[config.mk]
export PLATFORM = sky130hd
export DESIGN_NAME = fp_add_arbiter
export DESIGN_NICKNAME = d
export VERILOG_FILES = /design/src/rtl/float_pkg.sv /design/src/rtl/fp_add_arbiter_rr_pick.sv /design/src/rtl/fp_add_arbiter.sv
export SDC_FILE = /design/constraint.sdc
export NUM_CORES = 1
export LEC_CHECK = 0
export ABC_AREA = 1
export CAP_MARGIN = 20
export CELL_PAD_IN_SITES_DETAIL_PLACEMENT = 1
export CELL_PAD_IN_SITES_GLOBAL_PLACEMENT = 1
export CORE_AREA = 2 2 161 163
export CTS_CLUSTER_DIAMETER = 100
export DETAILED_ROUTE_END_ITERATION = 8
export DIE_AREA = 0 0 163 165
export DONT_BUFFER_PORTS = 1
export GPL_ROUTABILITY_DRIVEN = 0
export PLACE_DENSITY = 0.61
export SLEW_MARGIN = 20
export SYNTH_ARGS = -nofsm -noshare
export SYNTH_HDL_FRONTEND = slang
export SYNTH_SLANG_ARGS = --single-unit
[constraint.sdc]
create_clock -name clk_i -period 2.1 [get_ports clk_i]
set_input_delay 0.315 -clock clk_i [delete_from_list [all_inputs] [get_ports clk_i]]
set_output_delay 0.315 -clock clk_i [all_outputs]
set_load 0.05 [all_outputs]
[src/rtl/float_pkg.sv]
// Shared floating-point types plus the state encoding of the fp_add sharing arbiter.
package float_pkg;

  typedef logic [31:0] float_t;

  typedef enum logic [1:0] {
    ARB_IDLE     = 2'd0,
    ARB_ISSUE    = 2'd1,
    ARB_WAIT_SUM = 2'd2,
    ARB_RESPOND  = 2'd3
  } fp_add_arb_state_t;

endpackage

[src/rtl/fp_add_arbiter_rr_pick.sv]
// Combinational round-robin pick: first set request at or above ptr_i, wrapping modulo NumReq.
module rr_pick #(
  parameter int NumReq = 4,
  localparam int IdWidth = $clog2(NumReq)
) (
  input  logic [NumReq-1:0]  req_i,
  input  logic [IdWidth-1:0] ptr_i,
  output logic               found_o,
  output logic [IdWidth-1:0] id_o
);

  logic [2*NumReq-1:0] rot;
  logic [IdWidth:0]    cand;

  // Doubling the vector turns the wrapping scan into a plain shift.
  assign rot = {req_i, req_i} >> ptr_i;

  always_comb begin
    found_o = 1'b0;
    id_o    = '0;
    cand    = '0;
    for (int i = 0; i < NumReq; i++) begin
      cand = {1'b0, ptr_i} + (IdWidth+1)'(i);
      if (cand >= (IdWidth+1)'(NumReq)) cand = cand - (IdWidth+1)'(NumReq);
      if (!found_o && rot[i]) begin
        found_o = 1'b1;
        id_o    = cand[IdWidth-1:0];
      end
    end
  end

endmodule

[src/rtl/fp_add_arbiter.sv]
// Shares one non-pipelined fp_add between NumReq requesters, round-robin, one operation in flight.
module fp_add_arbiter
  import float_pkg::*;
#(
  parameter int NumReq = 4,
  localparam int IdWidth = $clog2(NumReq)
) (
  input  logic                   clk_i,
  input  logic                   rst_ni,
  input  logic [NumReq-1:0]      req_valid_i,
  output logic [NumReq-1:0]      req_ready_o,
  input  float_t [NumReq-1:0]    req_a_i,
  input  float_t [NumReq-1:0]    req_b_i,
  output logic [NumReq-1:0]      rsp_valid_o,
  input  logic [NumReq-1:0]      rsp_ready_i,
  output float_t                 rsp_data_o,
  output logic                   fpu_op_valid_o,
  input  logic                   fpu_op_ready_i,
  output float_t                 fpu_op_a_o,
  output float_t                 fpu_op_b_o,
  input  logic                   fpu_sum_valid_i,
  output logic                   fpu_sum_ready_o,
  input  float_t                 fpu_sum_data_i,
  output logic                   busy_o,
  output logic [IdWidth-1:0]     grant_id_o,
  output fp_add_arb_state_t      state_o
);

  // Every channel is valid/ready: a transfer happens on a rising clk_i where both are high;
  // the sender holds valid and payload stable until then and never waits on ready to raise valid.

  localparam logic [NumReq-1:0] OneLsb = NumReq'(1);

  fp_add_arb_state_t  state_q;
  logic [IdWidth-1:0] ptr_q;
  logic [IdWidth-1:0] id_q;
  float_t             a_q;
  float_t             b_q;
  float_t             sum_q;
  logic               win_found;
  logic [IdWidth-1:0] win_id;
  logic               grant;

  rr_pick #(.NumReq(NumReq)) u_pick (
    .req_i   (req_valid_i),
    .ptr_i   (ptr_q),
    .found_o (win_found),
    .id_o    (win_id)
  );

  // Ready is gated by reset so a held request cannot be acknowledged while the block is in reset.
  assign grant       = rst_ni && (state_q == ARB_IDLE) && win_found;
  assign req_ready_o = grant ? (OneLsb << win_id) : '0;

  always_ff @(posedge clk_i or negedge rst_ni) begin
    if (!rst_ni) begin
      state_q <= ARB_IDLE;
      ptr_q   <= '0;
      id_q    <= '0;
      a_q     <= '0;
      b_q     <= '0;
      sum_q   <= '0;
    end else begin
      case (state_q)
        ARB_IDLE: if (grant) begin
          a_q     <= req_a_i[win_id];
          b_q     <= req_b_i[win_id];
          id_q    <= win_id;
          state_q <= ARB_ISSUE;
        end
        ARB_ISSUE: if (fpu_op_ready_i) state_q <= ARB_WAIT_SUM;
        ARB_WAIT_SUM: if (fpu_sum_valid_i) begin
          sum_q   <= fpu_sum_data_i;
          state_q <= ARB_RESPOND;
        end
        ARB_RESPOND: if (rsp_ready_i[id_q]) begin
          ptr_q   <= (id_q == IdWidth'(NumReq-1)) ? '0 : id_q + IdWidth'(1);
          state_q <= ARB_IDLE;
        end
        default: state_q <= ARB_IDLE;
      endcase
    end
  end

  assign fpu_op_valid_o  = (state_q == ARB_ISSUE);
  assign fpu_op_a_o      = a_q;
  assign fpu_op_b_o      = b_q;
  assign fpu_sum_ready_o = (state_q == ARB_WAIT_SUM);
  assign rsp_valid_o     = (state_q == ARB_RESPOND) ? (OneLsb << id_q) : '0;
  assign rsp_data_o      = (state_q == ARB_RESPOND) ? sum_q : '0;
  assign busy_o          = (state_q != ARB_IDLE);
  assign grant_id_o      = id_q;
  assign state_o         = state_q;

  a_req_ready_onehot: assert property (@(posedge clk_i) disable iff (!rst_ni) $onehot0(req_ready_o));
  a_rsp_valid_onehot: assert property (@(posedge clk_i) disable iff (!rst_ni) $onehot0(rsp_valid_o));
  a_op_sum_exclusive: assert property (@(posedge clk_i) disable iff (!rst_ni)
                                       !(fpu_op_valid_o && fpu_sum_ready_o));
  a_op_stable: assert property (@(posedge clk_i) disable iff (!rst_ni)
                                fpu_op_valid_o && !fpu_op_ready_i |=>
                                $stable(fpu_op_a_o) && $stable(fpu_op_b_o));

endmodule

After elaboration in Yosys (flattened, before gate mapping). Cells that the tools add are included. W data, S select, Z words.

Word-level logic and storage cells: 72. Output and inout bits: 111. Bits of input ports: 300. Register bits: 102.

Equality and inequality tests: 8. Reduce and logical (&&, ||, !) cells: 14. Add/sub/neg operators: 8. Multiplexer cells: 27. Order comparisons: 6. Shifts and indexed selects: 3.

Operators by type and width (number): $bmux W32 S2 (2); $mux W32 (3); $mux W2 (13); $ge A3 B3 Y1 const B (3); $mux W4 (2); $pmux W2 S4 (1); $shl A1 B2 Y4 const A (2); $shr A8 B2 Y4 (1); $sub A2 B1 Y2 const B (4); $add A2 B2 Y3 const B (2); $eq A2 B2 Y1 const B (3); $lt A2 B3 Y1 const B (2); $ne A2 B2 Y1 const B (3); $reduce_and A2 Y1 (3); $logic_and A1 B1 Y1 (5); $mux W1 (5); $reduce_and A4 Y1 (1); $add A2 B1 Y3 const B (1); $ge A2 B3 Y1 const B (1); $logic_not A1 Y1 (3); $add A2 B1 Y2 const B (1); $bmux W1 S2 (1); $eq A2 B1 Y1 const B (1); $logic_not A2 Y1 (1); other kinds (2) (2).

Logic depth before layout (Yosys ltp). Gate-level depths: netlist of run 1.

Depth in word-level cells: 14. Depth in mapped cells: 18. Gate-level depth less buffers: 15.

By module. From an unflattened synthesis of run 1, not the netlist that was laid out.

Cell total of the unflattened synthesis: 880. Area total of the unflattened synthesis: 6222.2 um^2.

By module, submodules not included: fp_add_arbiter (area an instance 5891.9 um^2, sequential area each 2552.4 um^2, instances 1, cells each 827); rr_pick (area an instance 330.3 um^2, sequential area each 0.0 um^2, instances 1, cells each 53).

Worst setup path before layout of run 1. Ideal clock, no wire load.

Path kind: register to output. Start point: reg ptr_q[0]. End point: out req_ready_o[0]. Setup slack: -0.754 ns. Data required time: 1.785 ns. Buffers on the path: 3. Arrival: 2.539 ns. Cell stages (with the launch flop): 15. Path through: dfrtp_1 buf_6 inv_6 nand2_2 nand2_2 nand2_1 nand2_2 nor2_1 nor2_1 nand2_2 nand2_4 buf_4 buf_6 inv_1 nor3_1.

Word-level cells in the longest chain between the ends: 13. Elaborated cells between the ends (all ways): 33. Classes of those cells: 7 x add/sub; 4 x order compare; 2 x shift; 13 x mux; 7 x reduce/logical.

Ends and longest elaborated chain: from (decl) (RTL line fp_add_arbiter.sv:35) `logic [IdWidth-1:0] ptr_q;`; from (signal assigned) (RTL line fp_add_arbiter.sv:77) `ptr_q <= (id_q == IdWidth'(NumReq-1)) ? '0 : id_q + IdWidth'(1);`; branches (longest 12 deep; another with $add A2 B1 Y3); $mux W4 * (RTL line fp_add_arbiter.sv:53) `assign req_ready_o = grant ? (OneLsb << win_id) : '0;`; to (decl) (RTL line fp_add_arbiter.sv:11) `output logic [NumReq-1:0] req_ready_o,`.

Every way passes the cells marked *.

Final worst setup path of run 1. Same ends and word-level chain as after synthesis.

==> flow_summary_export.csv, run 1 <==
group,metric,value,unit
sta,min_period,2.481,ns
sta,final-hold-violation-count,102,
clock_network,htree_levels,3,
drt,vias_per_cell,4.923,
sta,max_freq,0.4030,GHz
drt,initialDrtViolationCount,281,
logic_synthesis,synthCells,1151,
drt,finalWirelength,32.21,mm
grt,grt_pass1_vias,7290,
setup_path,reg2reg_depth,19,
layout,area_growth,34.57,%
clock_network,numCtsBuffers,9,
place,portBuffers,0,
logic_synthesis,yosys.cell_types.count,28,
sta,fin_tns_setup,-13.63,ns
drt,vias,7572,
run,maxCapViolCount,0,
sta,clock_skew,0.01180,ns
grt,track_usage,21.30,%
sta,rsz0062_at_grt,"yes",
clock_network,cts_tree,"done",
logic_synthesis,yosysTopAreaCell,"nand2_1",
setup_path,criticalPathCategory,"reg -> out",
setup_path,arrival,2.17,ns
sta,worst_slew_pin_slew,0.6268,ns
layout,final_area,9862,um2
sta,whs,-0.3477,ns
layout,layout-drive-gt1-share,19.34,%
floorplanning,io_pins,411,
layout,layout.nets,1509,
logic_synthesis,ys.flop_type,"dfrtp_1",
floorplanning,die_h,165,um
setup_path,reg2reg_setup_slack,-0.24,ns
setup_path,critical_path.startpoint,"ptr_q[0]$_DFFE_PN0P_",
drt,drc,0,
setup_path,rr_startpoint,"ptr_q[0]$_DFFE_PN0P_",
logic_synthesis,postSynth.asyncResetShare,100.0,%
floorplanning,die_w,163,um
place,dpl.cell_count,1475,
clock_network,clockRootBuffer,"clkbuf_16",
setup_path,crit_fanout,7,
clock_network,clk_latency,0.35,ns
floorplanning,start_util,29.27,%
floorplanning,die-area,26900,um2
floorplanning,design.core.area,25040,um2
grt,grt.overflow.total,0,
logic_synthesis,synth_area_leaders,"nand2_1, dfrtp_1, nand3_1",
place,placed_area,8473,um2
sta,fin_crit_sh,118.2,%
floorplanning,core.rowCount,58,
status,outcome,"finished with violations",
logic_synthesis,yosys-top-cells-count,"nand2_1, nand3_1, dfrtp_1",
drt,ant_nets,0,
sta,max_slew_margin,58.21,%
logic_synthesis,synth_top_area_share,35.44,%
logic_synthesis,synth.most_common_cell,"nand2_1",
place,dp_hpwl,21.09,mm
logic_synthesis,synth_nets,1460,
min_path,hold_path.class,"in -> async",
logic_synthesis,synth_edf_count,0,
setup_path,crit_path_start_kind,"flip-flop",
layout,stdcell_count,1538,
logic_synthesis,syn_area,7328,um2
clock_network,cts_buffer_depth,2,
sta,fin_ws,-0.3812,ns
clock_network,clk_pin_slew,0.08,ns
setup_path,r2r_end,"fpu_op_a_o[11]$_DFFE_PN0P_",
sta,slew_viol_final,0,
clock_network,cts.sinks,102,
grt,grt_first_pass_wirelength,43.54,mm
drt,dr.pass1.iters,4,
grt,grt_max_degree,104,
layout,fillers,3138,
drt,avgRoutedWirePerCell,20.94,um
setup_path,crit_end,"req_ready_o[0]",
logic_synthesis,ys_ff_latch,102,
status,violations,"hold timing, setup timing",
sta,finalSetupViolCount,68,
logic_synthesis,ys_seq_area_share,34.83,%
grt,antenna_found_initial,2,
logic_synthesis,synth_warnings,0,
logic_synthesis,avgSynthCellArea,6.367,um2
setup_path,end_kind,"output port",
setup_path,cp.required,1.78,ns
registers in the layout, summed over array words and instances, names as in the netlist:
register	count
fpu_op_a_o	32
fpu_op_b_o	32
grant_id_o	2
ptr_q	2
state_o	2
sum_q	32
layout by cell type (no fill, tap or decap), types with 5 or more instances in the layout:
master | netlist | routed
buf_16 | 0 | 13
dfrtp_1 | 102 | 99
ha_1 | 9 | 7
inv_1 | 48 | 47
o21ai_0 | 5 | 5
nor2_4 | 0 | 5
nand2_4 | 1 | 12
buf_12 | 4 | 54
nand2_2 | 20 | 25
clkbuf_16 | 0 | 20
nand2_1 | 692 | 675
buf_4 | 8 | 28
buf_6 | 10 | 7
nand3_1 | 134 | 128
mux2_2 | 32 | 32
final cells by class:
| cell class | count | area [um2] | area share [%] |
|---|---|---|---|
| diodes | 3 | 7.507 | 0.07612 |
| clock buffers | 10 | 239.0 | 2.423 |
| clock inverters | 6 | 75.07 | 0.7612 |
| inverters | 53 | 211.5 | 2.144 |
| multi-input cells | 917 | 4297 | 43.57 |
| flip-flops and latches | 102 | 2556 | 25.92 |
| well taps | 330 | 412.9 | 4.187 |
| repair buffers | 117 | 2063 | 20.92 |
worst min-delay path by stage:
stage / from / end / slack [ns] / cells after the start
2_1_floorplan: rst_ni / fpu_op_a_o[0]$_DFFE_PN0P_ / 0.02 / 0
3_3_place_gp: rst_ni / fpu_op_a_o[25]$_DFFE_PN0P_ / 0.02 / 0
3_5_place_dp: rst_ni / fpu_op_a_o[25]$_DFFE_PN0P_ / 0.02 / 0
4_1_cts: rst_ni / fpu_op_b_o[19]$_DFFE_PN0P_ / -0.37 / 0
5_1_grt: rst_ni / fpu_op_a_o[25]$_DFFE_PN0P_ / -0.37 / 0
6_report: rst_ni / fpu_op_a_o[25]$_DFFE_PN0P_ / -0.35 / 0
worst max-delay path: stages (launching register included):
cell,delay [ns]
dfrtp_2,0.49
clkinv_4,0.14
nand2_4,0.11
nand3_4,0.07
nand2_4,0.13
nor2_2,0.07
nand2_1,0.08
nand3_2,0.10
nor2_4,0.12
inv_2,0.05
buf_6,0.12
nor3_4,0.17
buf_12,0.17
layer usage:
layer / vias to the layer above / wire [um] / track usage, % / part of all wire [%]
met5: - / 0 / 0 / 0
met4: 0 / 286 / 4.867 / 0.89
met3: 18 / 2516 / 6.454 / 7.8
met2: 281 / 16350 / 38.19 / 51
met1: 3619 / 13060 / 24.95 / 41
li1: 3654 / - / - / -
cell families after synthesis:
family	after synthesis	synth area share (%)
compound gates	11	0.8366
xor+xnor	1	0.1195
fa+ha+maj	9	1.537
buf+inv	132	10.02
flops	102	34.83
mux	32	4.917
simple gates	864	47.74
per-stage QoR:
step	utilization (%)	worst slack, ns
global route	39.37	-0.5201
finish	39.39	-0.3812
floorplan	-	-0.08653
detailed placement	33.84	-0.1117
global placement	33.84	0.01632
CTS	36.86	-0.4257
what timing repair did:
action | 4_1_cts | 5_1_grt
hold endpoints to repair | 102 | 102
pin swaps | 12 | 17
cloned | 6 | 14
resized for setup | 43 | 47
endpoints found under the setup margin | 49 | 78
buffers inserted | 12 | 12
Power of run 1 is not shown: default switching activity piles up to over one toggle a cycle in this logic, so the estimate is an artifact.
==> run 2: changes to the inputs <==
--- a/config.mk
+++ b/config.mk
@@ -9,13 +9,14 @@
 export CAP_MARGIN = 20
 export CELL_PAD_IN_SITES_DETAIL_PLACEMENT = 1
 export CELL_PAD_IN_SITES_GLOBAL_PLACEMENT = 1
-export CORE_AREA = 2 2 161 163
+export CORE_AREA = 4 4 159 161
 export CTS_CLUSTER_DIAMETER = 100
 export DETAILED_ROUTE_END_ITERATION = 8
 export DIE_AREA = 0 0 163 165
 export DONT_BUFFER_PORTS = 1
 export GPL_ROUTABILITY_DRIVEN = 0
-export PLACE_DENSITY = 0.61
+export PLACE_DENSITY = 0.64
+export REMOVE_ABC_BUFFERS = 1
 export SLEW_MARGIN = 20
 export SYNTH_ARGS = -nofsm -noshare
 export SYNTH_HDL_FRONTEND = slang
==> run 2 against run 1 <==
Final cell count fell by 1.2%. Via count rose by 1.5%. The flow still finishes with violations (hold timing, setup timing). Die area did not move. Utilization rose by 2.9 points. Critical path type unchanged. Wire length rose by 3.6%. Cell area rose by 2.8%. First-iteration DRC count rose by 16%. Maximum frequency rose by 1.7%.
==> flow_summary_export.csv, run 2 (synthesis gave the netlist of run 1 again) <==
group,metric,value,unit
status,outcome,"finished with violations",
status,violations,"hold timing, setup timing",
grt,track_usage,20.14,%
drt,dr.pass1.iters,4,
sta,final-hold-violation-count,102,
setup_path,arrival,2.13,ns
place,dp_hpwl,20.66,mm
sta,finalSetupViolCount,68,
clock_network,clk_pin_slew,0.08,ns
clock_network,cts_buffer_depth,2,
sta,min_period,2.441,ns
drt,initialDrtViolationCount,327,
drt,drc,0,
sta,rsz0062_at_grt,"yes",
clock_network,clk_latency,0.36,ns
sta,fin_ws,-0.3405,ns
floorplanning,die-area,26900,um2
grt,grt_first_pass_wirelength,42.54,mm
layout,area_growth,38.31,%
drt,vias,7682,
clock_network,clockRootBuffer,"clkbuf_16",
floorplanning,core.rowCount,57,
drt,ant_nets,0,
clock_network,cts.sinks,102,
layout,layout-drive-gt1-share,25.92,%
sta,max_slew_margin,61.41,%
clock_network,htree_levels,3,
floorplanning,io_pins,411,
sta,clock_skew,0.008728,ns
setup_path,crit_fanout,7,
drt,finalWirelength,33.38,mm
setup_path,end_kind,"output port",
sta,worst_slew_pin_slew,0.5789,ns
layout,fillers,2996,
grt,grt_pass1_vias,7518,
sta,whs,-0.3564,ns
sta,fin_crit_sh,116.2,%
layout,most-common-layout-cells,"nand2_1, dfrtp_1, nand3_2",
floorplanning,die_w,163,um
sta,max_freq,0.4097,GHz
clock_network,numCtsBuffers,9,
grt,antenna_found_initial,1,
layout,final_area,10140,um2
drt,avgRoutedWirePerCell,21.96,um
floorplanning,die_h,165,um
floorplanning,design.core.area,23960,um2
place,portBuffers,0,
floorplanning,start_util,30.58,%
setup_path,criticalPathCategory,"reg -> out",
layout,layout.nets,1500,
clock_network,cts_tree,"done",
grt,grt_max_degree,104,
layout,antenna_cells,0,
place,placed_area,8342,um2
drt,vias_per_cell,5.054,
layout,layout_commonest_cell,"nand2_1",
grt,grt.overflow.total,0,
setup_path,crit_path_start_kind,"flip-flop",
sta,slew_viol_final,0,
setup_path,cp.required,1.78,ns
run,maxCapViolCount,0,
min_path,hold_path.class,"in -> async",
==> run 2: cell count changes in the layout (fill, tap and decap cells not counted), moves of 3 or more <==
cell       delta
buf_16        -8
diode_2       -3
nand3_2      +62
clkbuf_16     +6
buf_12        -4
buf_4        -11
nand3_4       +6
nand2_2      +21
nand2_1      -20
buf_6         +6
nand3_1      -68
==> run 2: repair_timing <==
action / 4_1_cts / 5_1_grt
endpoints found under the hold margin: 102 / 102
setup endpoints to repair: 69 / 96
resized for setup: 46 / 142
setup buffers: 6 / 8
cloned: 3 / 24
pin swaps: 7 / 146
==> run 2: cell type report <==
| type | instances | area (um2) | share of cell area, % |
|---|---|---|---|
| multi-input cells | 917 | 4732 | 46.69 |
| flip-flops and latches | 102 | 2555 | 25.21 |
| clock buffers | 9 | 225.2 | 2.222 |
| clock inverters | 7 | 78.83 | 0.7777 |
| inverters | 53 | 211.5 | 2.086 |
| well taps | 324 | 405.4 | 3.999 |
| repair buffers | 108 | 1928 | 19.02 |
==> run 2: metrics by stage <==
stage	TNS (ns)	util (%)	std cells	worst slack, ns	hold WS (ns)
after floorplan	-136.07	-	1072	-2.605	0.01941
after detailed placement	-1.973	34.81	1465	-0.1105	0.02344
after global placement	-0.04228	34.81	1465	-0.01635	0.02335
final	-12.52	42.30	1520	-0.3405	-0.3564
after CTS	-1.230	37.37	1490	-0.3351	-0.3767
after global routing	-21.11	42.30	1520	-0.4276	-0.3796
==> run 2: worst paths after layout <==
check / startpoint / to / slack (ns) / cells past startpoint
max in group asynchronous: rst_ni / fpu_op_a_o[15]$_DFFE_PN0P_ / 2.31 / 0
min in group clk_i: fpu_sum_data_i[14] / sum_q[14]$_DFFE_PN0P_ / 0.10 / 1
worst min register to register: sum_q[4]$_DFFE_PN0P_ / sum_q[4]$_DFFE_PN0P_ / 0.51 / 1
worst min-delay path: rst_ni / sum_q[25]$_DFFE_PN0P_ / -0.36 / 0
worst max register to register: ptr_q[0]$_DFFE_PN0P_ / fpu_op_b_o[15]$_DFFE_PN0P_ / -0.24 / 19
worst max-delay path: ptr_q[0]$_DFFE_PN0P_ / req_ready_o[3] / -0.34 / 13
==> run 2: layer usage <==
| metal | global-route usage, % | share of wire, % |
|---|---|---|
| met1 | 22.81 | 39 |
| met2 | 36.89 | 51 |
| met3 | 6.139 | 7.8 |
| met4 | 5.185 | 2.1 |
| met5 | 0 | 0.039 |
==> run 2: worst max-delay path: stages (launching register included) <==
cell and delay [ns]:
dfrtp_2 0.47, clkinv_4 0.12, nand2_4 0.09, nand2_4 0.05, nand2_4 0.06, nand2_4 0.07
inv_4 0.08, nand4_4 0.13, nor2_4 0.15, nor2_4 0.05, buf_4 0.13, buf_6 0.12
nor2_4 0.08, buf_8 0.15
Power of run 2 is left out for the same reason.
